File: src/rtl/rsa_row_collector.sv
// Collects one row burst of COL_NUM results from the west-edge PE, tags each word with its
// column index, and buffers it in a show-ahead FIFO. Optional row sum: define RSA_COLLECTOR_ROWSUM_EN.
module rsa_row_collector #(
  parameter int RSA_DW     = 32,
  parameter int COL_NUM    = 4,
  parameter int FIFO_DEPTH = 8
) (
  input  logic                            clk,
  input  logic                            sys_rst_n,
  input  logic                            mulres_val,
  input  logic signed [RSA_DW-1:0]        mulres,
  output logic                            out_val,
  input  logic                            out_ready,
  output logic signed [RSA_DW-1:0]        out_data,
  output logic [$clog2(COL_NUM)-1:0]      out_idx,
  output logic                            out_last,
  output logic [$clog2(FIFO_DEPTH):0]     fill_cnt,
  input  logic                            err_clr,
  output logic                            err_ovf,
`ifdef RSA_COLLECTOR_ROWSUM_EN
  output logic                            err_short,
  output logic signed [RSA_DW-1:0]        row_sum,
  output logic                            row_sum_val
`else
  output logic                            err_short
`endif
);

  localparam int IDX_W = $clog2(COL_NUM);
  localparam int PTR_W = $clog2(FIFO_DEPTH);
  localparam int CNT_W = PTR_W + 1;

  typedef enum logic {IDLE, BURST} state_e;

  state_e                   state_q, state_d;
  logic [IDX_W-1:0]         col_q, col_d;
  logic [PTR_W-1:0]         wr_ptr_q, rd_ptr_q;
  logic [CNT_W-1:0]         fill_q, fill_d;
  logic                     ovf_q, short_q;
  logic signed [RSA_DW-1:0] data_mem [FIFO_DEPTH];
  logic [IDX_W-1:0]         idx_mem  [FIFO_DEPTH];

  logic col_last, short_set, full, pop, push_ok, ovf_set;

  always_comb begin
    state_d   = state_q;
    col_d     = col_q;
    short_set = 1'b0;
    col_last  = (col_q == IDX_W'(COL_NUM - 1));
    if (mulres_val) begin
      col_d   = col_last ? '0 : col_q + IDX_W'(1);
      state_d = col_last ? IDLE : BURST;
    end else if (state_q == BURST) begin
      short_set = 1'b1;
      col_d     = '0;
      state_d   = IDLE;
    end
  end

  // A full FIFO still accepts a word when the head leaves on the same edge.
  always_comb begin
    full    = (fill_q == CNT_W'(FIFO_DEPTH));
    pop     = out_val && out_ready;
    push_ok = mulres_val && (!full || pop);
    ovf_set = mulres_val && full && !pop;
    fill_d  = fill_q + CNT_W'(push_ok) - CNT_W'(pop);
  end

  always_ff @(posedge clk or negedge sys_rst_n) begin
    if (!sys_rst_n) begin
      state_q  <= IDLE;
      col_q    <= '0;
      wr_ptr_q <= '0;
      rd_ptr_q <= '0;
      fill_q   <= '0;
      ovf_q    <= 1'b0;
      short_q  <= 1'b0;
    end else begin
      state_q <= state_d;
      col_q   <= col_d;
      fill_q  <= fill_d;
      if (push_ok) wr_ptr_q <= wr_ptr_q + PTR_W'(1);
      if (pop)     rd_ptr_q <= rd_ptr_q + PTR_W'(1);
      // A set on the same edge as a clear takes priority.
      if (ovf_set)      ovf_q <= 1'b1;
      else if (err_clr) ovf_q <= 1'b0;
      if (short_set)    short_q <= 1'b1;
      else if (err_clr) short_q <= 1'b0;
    end
  end

  always_ff @(posedge clk) begin
    if (push_ok) begin
      data_mem[wr_ptr_q] <= mulres;
      idx_mem[wr_ptr_q]  <= col_q;
    end
  end

  // Head outputs are gated so that an empty buffer presents zeros rather than stale RAM.
  always_comb begin
    out_val  = (fill_q != '0);
    out_data = out_val ? data_mem[rd_ptr_q] : '0;
    out_idx  = out_val ? idx_mem[rd_ptr_q] : '0;
    out_last = out_val && (idx_mem[rd_ptr_q] == IDX_W'(COL_NUM - 1));
    fill_cnt = fill_q;
    err_ovf  = ovf_q;
    err_short = short_q;
  end

`ifdef RSA_COLLECTOR_ROWSUM_EN
  logic signed [RSA_DW-1:0] acc_q, sum_next, row_sum_q;
  logic                     row_sum_val_q;

  // Sums every captured word, dropped or not; a new row restarts at column 0.
  always_comb begin
    sum_next = ((col_q == '0) ? '0 : acc_q) + mulres;
  end

  always_ff @(posedge clk or negedge sys_rst_n) begin
    if (!sys_rst_n) begin
      acc_q         <= '0;
      row_sum_q     <= '0;
      row_sum_val_q <= 1'b0;
    end else begin
      row_sum_val_q <= 1'b0;
      if (mulres_val) begin
        acc_q <= sum_next;
        if (col_last) begin
          row_sum_q     <= sum_next;
          row_sum_val_q <= 1'b1;
        end
      end
    end
  end

  always_comb begin
    row_sum     = row_sum_q;
    row_sum_val = row_sum_val_q;
  end
`endif

endmodule

File: config.mk
export PLATFORM = sky130hd
export DESIGN_NAME = rsa_row_collector
export DESIGN_NICKNAME = d
export VERILOG_FILES = /design/src/rtl/rsa_row_collector.sv
export SDC_FILE = /design/constraint.sdc
export NUM_CORES = 1
export LEC_CHECK = 0
export BUFFER_PORTS_ARGS = -buffer_cell sky130_fd_sc_hd__buf_2
export CAP_MARGIN = 20
export CORE_AREA = 4 4 149 151
export DETAILED_ROUTE_END_ITERATION = 12
export DIE_AREA = 0 0 153 155
export HOLD_SLACK_MARGIN = 0.12
export PLACE_DENSITY = 0.81
export REMOVE_ABC_BUFFERS = 1
export SETUP_SLACK_MARGIN = 0.2
export SYNTH_ARGS = -nofsm -noshare
export SYNTH_HDL_FRONTEND = slang
export SYNTH_SLANG_ARGS = --single-unit
export TNS_END_PERCENT = 5
File: constraint.sdc
create_clock -name clk -period 4.5 [get_ports clk]
set_input_delay 0.675 -clock clk [delete_from_list [all_inputs] [get_ports clk]]
set_output_delay 0.675 -clock clk [all_outputs]
set_load 0.03 [all_outputs]
# [Word-level counts from Yosys, hierarchy flattened]
# Memories as Yosys holds them, arrays and structs flattened.
# Cells that the tools add are included.
[totals] regBits=15 ram_bits=272 out_inout_bits=42 wordCells=43 mem_count=2
[memory_table] name="data_mem" words=8 width=32 read_ports=1 rd_ports_with_merged_regs=0 wr=1 line="40" rtl="logic signed [RSA_DW-1:0] data_mem [FIFO_DEPTH];"
[memory_table] name="idx_mem" words=8 width=2 read_ports=1 rd_ports_with_merged_regs=0 wr=1 line="41" rtl="logic [IDX_W-1:0] idx_mem [FIFO_DEPTH];"
[classes] add_sub_neg=5 eq_ne=3 n_mux=14 n_reduce_logical=12
[op_table] cell="$mux 32" n=1
[op_table] cell="$mux 1" n=9
[op_table] cell="$mux 2" n=4
[op_table] cell="$add 3x1->3 const B" n=2
[op_table] cell="$reduce_bool 2->1" n=3
[op_table] cell="$logic_and 1x1->1" n=5
[op_table] cell="$add 4x1->4" n=1
[op_table] cell="$eq 2x2->1 const B" n=2
[op_table] cell="$eq 4x4->1 const B" n=1
[op_table] cell="$reduce_bool 4->1" n=1
[op_table] cell="$sub 4x1->4" n=1
[op_table] cell="$add 2x1->2 const B" n=1
[op_table] cell="$logic_not 1->1" n=2
[op_table] cell="$logic_or 1x1->1" n=1

# [Depth between registers and ports, before layout]
# Gate-level depths: netlist of the first run.
[logic_depth] ltp_word=6 mapped_depth=11 depth_no_buf=11

# [Worst setup path before layout of the first run]
# No wires, ideal clock.
[synth_path] kind="reg2reg" from="reg fill_q[2], in the netlist fill_cnt[2]" to="mem data_mem[0][0] (enable)" arrival_time_ns=4.503 required_ns=3.990 setup_slack_ns=-0.513 path_stages_with_launch=6 period_less_slack_ns=5.013 path_cell_list="dfrtp_1 > inv_1 > ha_1 > nor2b_1 > o31ai_4 > nor4_1"
[synth_between] elab_chain_len=6 elab_cells_between_ends=8
[synth_rtl] element="start: declaration" line="38" rtl="logic [CNT_W-1:0] fill_q, fill_d;"
[synth_rtl] element="start signal: assignment" line="81" rtl="fill_q <= fill_d;"
[synth_rtl] element="$eq 4x4->1 / $reduce_bool 4->1 (equally long branches)" line="62, 101"
[synth_rtl] element="$logic_not 1->1 / $logic_and 1x1->1 (equally long branches)" line="64, 63"
[synth_rtl] element="$logic_or 1x1->1 (*)" line="64" rtl="push_ok = mulres_val && (!full || pop);"
[synth_rtl] element="$logic_and 1x1->1 (*)" line="64"
[synth_rtl] element="$mux 1 (*)" line="93" rtl="if (push_ok) begin"
[synth_rtl] element="$mux 1 (implied by the code) (*)" line="94" rtl="data_mem[wr_ptr_q] <= mulres;"
[synth_rtl] element="end: declaration" line="40"
# Every way passes the cells marked *; elsewhere a longest branch is shown, timed or not.

# [Final worst setup path of the first run]
[layout_path] from="reg rd_ptr_q[0]" to="out out_data[18]"
[layout_between] elab_chain_len=2
[layout_rtl] element="start: declaration" line="37" rtl="logic [PTR_W-1:0] wr_ptr_q, rd_ptr_q;"
[layout_rtl] element="start signal: assignment" line="83" rtl="if (pop) rd_ptr_q <= rd_ptr_q + PTR_W'(1);"
[layout_rtl] element="$mem_v2 8x32"
[layout_rtl] element="$mux 32" line="102" rtl="out_data = out_val ? data_mem[rd_ptr_q] : '0;"
[layout_rtl] element="end: declaration" line="14" rtl="output logic signed [RSA_DW-1:0] out_data,"
# Every way passes these cells.

==> out/metrics.cfg, run 1 <==
[timing]
drv_slew = 0
worst_slack_ns = 0.991
rsz0062_at_grt = no
finalCritPeriodShare_pct = 78.0
hold_ws_ns = 0.411
max_freq_ghz = 0.285
setup_violations = 0
relSlewSlack_pct = 33.1
fin_skew_ns = 0.0210
worstMarginPinSlew_ns = 1.00
finalSetupTns_ns = 0
min_period_ns = 3.51
finalHoldViolations = 0

[pwr]
p_int_w = 0.00610
p_leak_nw = 4.43
switching_share_pct = 33.5
comb_power_share_pct = 31.7
peakVddDrop_v = 0.000481
clockPowerShare_pct = 26.7
power.total_w = 0.00918
seqPwrFrac_pct = 41.6
switchingPower_w = 0.00308
power_density_nw_per_um2 = 712

[clocking]
cts_setup_buffers = 0
numCtsBuffers = 28
cts_tree = done
clock_latency_ns = 0.53
cts_num_sinks = 287
path_clk_slew_ns = 0.06
cts_root_buf = clkbuf_16
cts_hold_buf = 1
htreeDepth = 1
cts_buffer_depth = 3
cts-resized-gates = 0

[layout]
fin_nets = 649
diodes = 0
drive_above_1_share_pct = 34.7
fillCellCount = 1398
syn_to_final_growth_pct = 15.7
stdcell_count = 900

[outcome]
outcome = finished clean

[critical_path]
crit_start = rd_ptr_q[0]$_DFFE_PN0N_
cp_data_required_time_ns = 3.83
r2r_cells = 8
worst_r2r_startpoint = fill_cnt[1]$_DFF_PN0_
critical_path_class = register to primary output
regToRegEndpoint = fill_cnt[2]$_DFF_PN0_
r2r_setup_slack_ns = 1.90
end_kind = primary output
start_kind = register
crit_arrival_ns = 2.83
path_max_fanout = 36

[worst_hold_path]
min-delay-start = mulres[7]
hold_end = data_mem[7][7]$_DFFE_PP_
worstHoldPathCells = 1
hold_class = input pin to register

[global_route]
grt_pass1_wl_um = 33600
grt_pass1_vias = 5678
grtUsageTotal_pct = 18.4
gr-total-overflow = 0
grt_max_degree = 71
antenna_found_initial = 2

[drt]
wl_per_cell_um = 23.9
wirelength_um = 21500
viasPerCell = 5.84
ant_nets = 0
drc_errors = 0
drt_iter0_drc = 460
drtPass1Iterations = 4
vias = 5259

[synthesis]
async_reset_ff_share_pct = 5.23
yosysWarnings = 0
synth.largest_area_cell = edfxtp_1
synth_seq_area_share_pct = 76.7
syn_avg_cell_area_um2 = 22.0
synth_edf_count = 272
syn-cell-area_um2 = 11100
synth_most_common_cell = edfxtp_1
yosys-top-cells-area = edfxtp_1 73%, mux4_2 14%, dfrtp_1 3.4%
ys_ff_latch = 287
synth_flop_cell = edfxtp_1
synth_commonest_cells = 272 x edfxtp_1, 68 x mux4_2, 39 x nor2_1, 35 x mux2i_1, 15 x dfrtp_1
synthCells = 505
synth_top_area_share_pct = 73.4
yosysUniqueCellTypes = 31

[die]
pin_count = 79
start_util_pct = 53.5
die_height_um = 155
core-area_um2 = 20800
dieArea_um2 = 23700
num_rows = 53
die_width_um = 153

[flow_run]
cap_viol_max_count = 0

[place]
place_worst_setup_slack_ns = 1.49
gp_congestion = 0.751
io_buffers = 78
place_hpwl_um = 12000
dpl.cell_count = 846

layout make-up:
cell class              count  area, µm²  area share, %
clock buffers              30        729           5.66
clock inverters            22        260           2.02
inverters                   8       30.0          0.233
multi-input cells         186       2460           19.1
flip-flops and latches    287       8550           66.4
well taps                 275        344           2.67
repair buffers             92        508           3.94
power by group through the flow:
stage	clock network [W]	logic, W	registers (W)
2_1_floorplan	0	0.00207	0.00387
3_3_place_gp	0	0.00286	0.00383
3_5_place_dp	0	0.00294	0.00388
4_1_cts	0.00249	0.00296	0.00383
5_1_grt	0.00263	0.00312	0.00388
6_report	0.00245	0.00291	0.00382
state kept, by name (all words and copies together), names as in the netlist:
| register | count |
|---|---|
| idx_mem | 16 |
| err_short | 1 |
| err_ovf | 1 |
| col_q | 2 |
| rd_ptr_q | 3 |
| state_q | 1 |
| fill_cnt | 4 |
| data_mem | 256 |
| wr_ptr_q | 3 |
worst max-delay path by stage:
stage                                to  slack (ns)  cells past startpoint
3_3_place_gp                out_data[4]        1.51                      5
3_5_place_dp               out_data[18]        1.49                      5
6_report                   out_data[18]        0.99                      5
5_1_grt                    out_data[18]        0.79                      5
4_1_cts                    out_data[18]        0.91                      5
2_1_floorplan  data_mem[0][0]$_DFFE_PP_       -0.51                      5
per-stage QoR:
| stage | util, % | cell area (µm²) |
|---|---|---|
| 5_1_grt | 61.9 | 12900 |
| 4_1_cts | 61.9 | 12900 |
| 3_5_place_dp | 57.1 | 11900 |
| 6_report | 61.9 | 12900 |
| 3_3_place_gp | 57.1 | 11900 |
| 2_1_floorplan | - | 11000 |
cells in the final DEF (no fill, tap or decap), types with 2 or more instances in the layout:
cell type,n
mux4_2,68
nand2b_1,2
nand2_1,2
bufinv_16,6
ha_1,8
nand3_1,3
dfrtp_4,2
xor2_1,2
edfxtp_1,272
clkinv_1,8
a22o_1,3
dfrtp_1,12
mux2_2,2
clkbuf_16,29
mux2i_1,35
xnor2_1,4
inv_1,8
nor3_2,4
nor2_1,36
buf_2,79
clkinv_2,5
buf_4,11
a21oi_1,2
nor2_4,4
worst max-delay path, cell delays in order (launching register included):
cell     delay, ns
dfrtp_4       0.89
buf_12        0.36
mux4_2        0.55
mux2i_1       0.18
nor2_1        0.09
buf_2         0.20
per-layer routing:
layer / routed length [µm] / share of wire, % / track usage, % / up-vias
li1: - / - / - / 2266
met4: 379 / 1.8 / 4.58 / 4
met2: 11100 / 52 / 31.1 / 201
met5: 18 / 0.084 / 0 / -
met1: 8690 / 40 / 25.4 / 2751
met3: 1310 / 6.1 / 3.25 / 37
logic make-up (layout without fill, tap and decap cells):
| group | count (synthesis) | count (layout) | synth area share (%) |
|---|---|---|---|
| flops | 287 | 287 | 76.7 |
| mux | 106 | 106 | 17.2 |
| simple gates | 56 | 56 | 2.19 |
| buf+inv | 32 | 152 | 1.58 |
| fa+ha+maj | 9 | 9 | 1.08 |
| compound gates | 9 | 9 | 0.742 |
| xor+xnor | 6 | 6 | 0.472 |
No activity file was read; power rests on OpenSTA's default activity.
==> inputs of run 2 (changes only) <==
--- a/config.mk
+++ b/config.mk
@@ -7,11 +7,11 @@
 export LEC_CHECK = 0
 export BUFFER_PORTS_ARGS = -buffer_cell sky130_fd_sc_hd__buf_2
 export CAP_MARGIN = 20
-export CORE_AREA = 4 4 149 151
+export CORE_AREA = 4 4 142 144
 export DETAILED_ROUTE_END_ITERATION = 12
-export DIE_AREA = 0 0 153 155
+export DIE_AREA = 0 0 146 148
 export HOLD_SLACK_MARGIN = 0.12
-export PLACE_DENSITY = 0.81
+export PLACE_DENSITY = 0.84
 export REMOVE_ABC_BUFFERS = 1
 export SETUP_SLACK_MARGIN = 0.2
 export SYNTH_ARGS = -nofsm -noshare
==> constraint.sdc (replaced) <==
create_clock -name clk -period 3.41 [get_ports clk]
set_input_delay 0.5115 -clock clk [delete_from_list [all_inputs] [get_ports clk]]
set_output_delay 0.5115 -clock clk [all_outputs]
set_load 0.03 [all_outputs]
==> run 2 against run 1 <==
  * Flip-flop and latch count did not move
  * Clock-buffer cell count rose by 7
  * Setup slack got worse by 0.61 ns
  * Sequential share of layout area rose by 0.47 points
  * Design area fell by 0.70%
  * Cell count fell by 3.9%
  * Die area fell by 8.9%
  * Routed wire length rose by 3.7%
  * First-iteration DRC count rose by 29%
  * Largest cell class unchanged
  * Largest power group unchanged
==> out/metrics.cfg, run 2 (synthesis results as in run 1) <==
[layout]
top_register = data_mem
final_cell_mix = 272 x edfxtp_1, 79 x buf_2, 68 x mux4_2
final_common_cell = edfxtp_1
final_cell_area_um2 = 12800
largest_reg_flops = 256
drive_above_1_share_pct = 34.6
syn_to_final_growth_pct = 14.9
fin_nets = 659

[critical_path]
end_kind = primary output
cp_cell_sequence = buf_4 > mux4_2 > mux2i_1 > nor2_1 > buf_2
cp_data_required_time_ns = 2.90
start_kind = register
slowest_delay_ns = 0.66
crit_arrival_ns = 2.52
path_max_fanout = 16
critical_path_class = register to primary output
slowest_stage = dfrtp_4

[timing]
finalCritPeriodShare_pct = 88.9
min_period_ns = 3.03
worstMarginPinSlew_ns = 0.743
setup_violations = 0
drv_slew = 0
fin_skew_ns = 0.0138
rsz0062_at_grt = no
worst_slack_ns = 0.378
finalHoldViolations = 0
max_freq_ghz = 0.330
relSlewSlack_pct = 50.4

[die]
pin_count = 79
die_height_um = 148
die_width_um = 146
core-area_um2 = 18700
dieArea_um2 = 21600
start_util_pct = 59.5
num_rows = 50

[place]
io_buffers = 78
gp_congestion = 0.762
place_area_um2 = 11900
place_hpwl_um = 12500
place_worst_setup_slack_ns = 0.662

[global_route]
grt_pass1_vias = 5695
antenna_found_initial = 2
grt_max_degree = 58
grtUsageTotal_pct = 21.3
gr-total-overflow = 0
grt_pass1_wl_um = 34600

[worst_hold_path]
hold_class = input pin to register

[clocking]
cts_root_buf = clkbuf_16
cts_num_sinks = 287
numCtsBuffers = 28
htreeDepth = 1
path_clk_slew_ns = 0.07
cts_tree = done
clock_latency_ns = 0.53
cts_buffer_depth = 3

[outcome]
outcome = finished clean

[pwr]
power_density_nw_per_um2 = 926
p_leak_nw = 4.42
peakVddDrop_v = 0.000596

[drt]
drc_errors = 0
wl_per_cell_um = 25.8
vias = 5353
wirelength_um = 22300
viasPerCell = 6.19
drt_iter0_drc = 594
ant_nets = 0
drtPass1Iterations = 4

[flow_run]
cap_viol_max_count = 0

==> run 2: area by class of cell <==
cell class                      instances  area [µm²]
Sequential cell                       287        8550
Clock buffer                           37         756
Multi-Input combinational cell        186        2460
Fill cell                            1119        5910
Antenna cell                            1        2.50
Clock inverter                         10        72.6
Timing Repair Buffer                  102         628
Tap cell                              234         293
Inverter                                8        30.0
==> run 2: path summary, 6_finish.rpt <==
kind	slack (ns)	from	cells after the start	to
max reg2reg	0.92	fill_cnt[2]$_DFF_PN0_	7	data_mem[7][16]$_DFFE_PP_
min	0.25	mulres[1]	1	data_mem[4][1]$_DFFE_PP_
min in group asynchronous	0.42	sys_rst_n	2	wr_ptr_q[2]$_DFFE_PN0P_
max in group asynchronous	2.71	sys_rst_n	2	rd_ptr_q[1]$_DFFE_PN0N_
min reg2reg	0.49	err_short$_DFFE_PN0P_	1	err_short$_DFFE_PN0P_
max	0.38	rd_ptr_q[0]$_DFFE_PN0N_	5	out_data[7]
==> run 2: where the power goes <==
group | switching, W | internal (W) | total [W]
logic | 0.00247 | 0.00167 | 0.00414
clock network | 0.00119 | 0.00162 | 0.00281
registers | 0.000422 | 0.00447 | 0.00489
total | 0.00408 | 0.00776 | 0.0118
==> run 2: critical path, delay by kind of cell (launching register included) <==
| kind | cells | cell delay (ns) |
|---|---|---|
| multiplexers | 2 | 0.78 |
| flip-flops | 1 | 0.66 |
| buffers and inverters | 2 | 0.48 |
| AND/OR/NAND/NOR | 1 | 0.06 |
==> run 2: stage by stage <==
| stage | instances | utilization [%] | total power, W | hold WS, ns | setup TNS (ns) |
|---|---|---|---|---|---|
| 2_1_floorplan | 481 | - | 0.00783 | 0.216 | -181.01 |
| 3_3_place_gp | 812 | 63.5 | 0.00887 | 0.427 | 0 |
| 3_5_place_dp | 813 | 63.7 | 0.00904 | 0.432 | 0 |
| 4_1_cts | 862 | 68.3 | 0.0119 | 0.231 | 0 |
| 5_1_grt | 864 | 68.4 | 0.0124 | 0.246 | 0 |
| 6_report | 865 | 68.4 | 0.0118 | 0.253 | 0 |
==> run 2: routing by layer <==
metal / GRT usage (%) / up-vias / part of all wire (%)
li1: - / 2290 / -
met1: 30.8 / 2804 / 41
met2: 35.0 / 219 / 50
met3: 3.89 / 36 / 7.1
met4: 4.33 / 4 / 1.8
met5: 0 / - / 0.12
==> run 2: what timing repair did <==
action / CTS / global route
gates resized for setup: 0 / 0
hold buffers: 1 / 0
endpoints found under the hold margin: 15 / 0
endpoints found under the setup margin: 21 / 4
setup buffers: 1 / 1
cloned: 0 / 0
==> inputs of run 3 (changes only) <==
--- a/config.mk
+++ b/config.mk
@@ -7,11 +7,11 @@
 export LEC_CHECK = 0
 export BUFFER_PORTS_ARGS = -buffer_cell sky130_fd_sc_hd__buf_2
 export CAP_MARGIN = 20
-export CORE_AREA = 4 4 142 144
+export CORE_AREA = 4 4 148 150
 export DETAILED_ROUTE_END_ITERATION = 12
-export DIE_AREA = 0 0 146 148
+export DIE_AREA = 0 0 152 154
 export HOLD_SLACK_MARGIN = 0.12
-export PLACE_DENSITY = 0.84
+export PLACE_DENSITY = 0.79
 export REMOVE_ABC_BUFFERS = 1
 export SETUP_SLACK_MARGIN = 0.2
 export SYNTH_ARGS = -nofsm -noshare
==> run 3 against run 2 <==
  * First-iteration DRC count is 20% lower
  * Global-route usage is 2.3 points lower
  * Hold slack worse by 0.0060 ns
  * Cell count is 4.7% higher
  * Non-clock buffer count is 3 lower
  * Design area is 0.71% higher
  * Sequential share of layout area is 0.47 points lower
  * Via count is 1.8% lower
  * Clock power is 7.8% higher
  * Routed wire length is 2.4% lower
  * Die area is 8.3% higher
  * Clock-buffer cell count is 1 lower
  * Critical path type unchanged
  * Largest cell class unchanged
==> out/metrics.cfg, run 3 (synthesis results as in run 1) <==
[outcome]
outcome = finished clean

[critical_path]
critical_path_class = register to primary output
crit_arrival_ns = 2.53
cp_top_family = multiplexers
path_max_fanout = 30
slowest_delay_ns = 0.61
worst_r2r_startpoint = fill_cnt[2]$_DFF_PN0_
r2r_cells = 7
start_kind = register
regToRegEndpoint = data_mem[5][2]$_DFFE_PP_
slowest_stage = dfrtp_4
critPathBufInv = 2
crit_start = rd_ptr_q[0]$_DFFE_PN0N_
cp_data_required_time_ns = 2.90
cp_cell_sequence = buf_12 > mux4_2 > mux2i_1 > nor2_1 > buf_2
r2r_setup_slack_ns = 1.02
end_kind = primary output

[layout]
top_register = data_mem
syn_to_final_growth_pct = 15.8
final_common_cell = edfxtp_1
drive_above_1_share_pct = 34.6
final_cell_mix = 272 x edfxtp_1, 79 x buf_2, 68 x mux4_2
final_cell_area_um2 = 12900
largest_reg_flops = 256
fin_nets = 655

[worst_hold_path]
worstHoldPathCells = 1
hold_end = data_mem[4][28]$_DFFE_PP_
min-delay-start = mulres[28]
hold_class = input pin to register

[timing]
finalHoldViolations = 0
worst_slack_ns = 0.364
fin_skew_ns = 0.0145
rsz0062_at_grt = no
drv_slew = 0
min_period_ns = 3.05
setup_violations = 0
relSlewSlack_pct = 32.2
finalSetupTns_ns = 0
max_freq_ghz = 0.328
worstMarginPinSlew_ns = 1.02
finalCritPeriodShare_pct = 89.3

[place]
place_area_um2 = 11900
gp_congestion = 0.770
place_hpwl_um = 12000
io_buffers = 78
place_worst_setup_slack_ns = 0.705

[clocking]
cts_num_sinks = 287
cts_root_buf = clkbuf_16
cts_tree = done
numCtsBuffers = 27
cts_buffer_depth = 3
path_clk_slew_ns = 0.06
htreeDepth = 1
clock_latency_ns = 0.53

[drt]
drt_iter0_drc = 473
drtPass1Iterations = 5
viasPerCell = 5.80
vias = 5258
wirelength_um = 21800
ant_nets = 0
wl_per_cell_um = 24.0
drc_errors = 0

[global_route]
antenna_found_initial = 1
grt_pass1_wl_um = 34200
grt_pass1_vias = 5675
gr-total-overflow = 0
grtUsageTotal_pct = 19.0
grt_max_degree = 36

[pwr]
p_leak_nw = 4.44
power_density_nw_per_um2 = 932
peakVddDrop_v = 0.000641

[die]
pin_count = 79
die_width_um = 152
start_util_pct = 53.8
core-area_um2 = 20700
num_rows = 53
die_height_um = 154
dieArea_um2 = 23400

[flow_run]
cap_viol_max_count = 0

-- run 3: changes by cell type in the layout (fill, tap and decap cells not counted), sizes merged --
cell	delta
bufinv	+4
buf	-3
clkbuf	-1
-- run 3: stage by stage --
stage	hold WS, ns	util (%)	std cells	power [W]
6_report	0.247	62.3	906	0.0120
5_1_grt	0.246	62.3	905	0.0126
4_1_cts	0.231	62.2	903	0.0121
3_5_place_dp	0.437	57.7	851	0.00903
3_3_place_gp	0.429	57.7	851	0.00892
2_1_floorplan	0.216	-	481	0.00783
-- run 3: layout make-up --
type	instances	area [µm²]
inverters	8	30.0
clock inverters	14	194
diodes	1	2.50
well taps	275	344
repair buffers	99	593
flip-flops and latches	287	8550
clock buffers	36	709
fillers	1388	7800
multi-input cells	186	2460
-- run 3: power breakdown --
part	switching, W	internal [W]	total [W]	leakage [nW]
registers	0.000433	0.00447	0.00490	2.65
clock network	0.00119	0.00184	0.00303	0.440
logic	0.00243	0.00165	0.00408	1.35
-- run 3: worst max-delay path by stage --
stage	end	slack (ns)	cells past startpoint
floorplan	data_mem[0][0]$_DFFE_PP_	-1.60	5
global placement	out_data[11]	0.74	5
detailed placement	out_data[11]	0.70	5
CTS	out_data[29]	0.15	5
global route	out_data[29]	0.21	5
finish	out_data[29]	0.36	5
-- run 3: metal layers --
metal	GRT usage (%)	wire, µm	part of all wire (%)	vias to the layer above
met2	31.3	11000	51	235
met5	0	0	0	-
met1	26.6	8570	39	2715
li1	-	-	-	2283
met3	3.63	1810	8.3	25
met4	5.22	386	1.8	0
-- run 3: what timing repair did --
action	in CTS	in global routing
resized for setup	0	0
setup buffers	1	1
endpoints found under the hold margin	15	0
hold buffers	1	0
setup endpoints to repair	5	19
-- run 3: worst reg2reg max path: stages, from the launching register on --
cell and delay, ns:
dfrtp_1 0.34, inv_1 0.08, ha_1 0.22, nor2b_1 0.34, o311ai_1 0.19, buf_2 0.22
nor2_4 0.10, buf_4 0.51
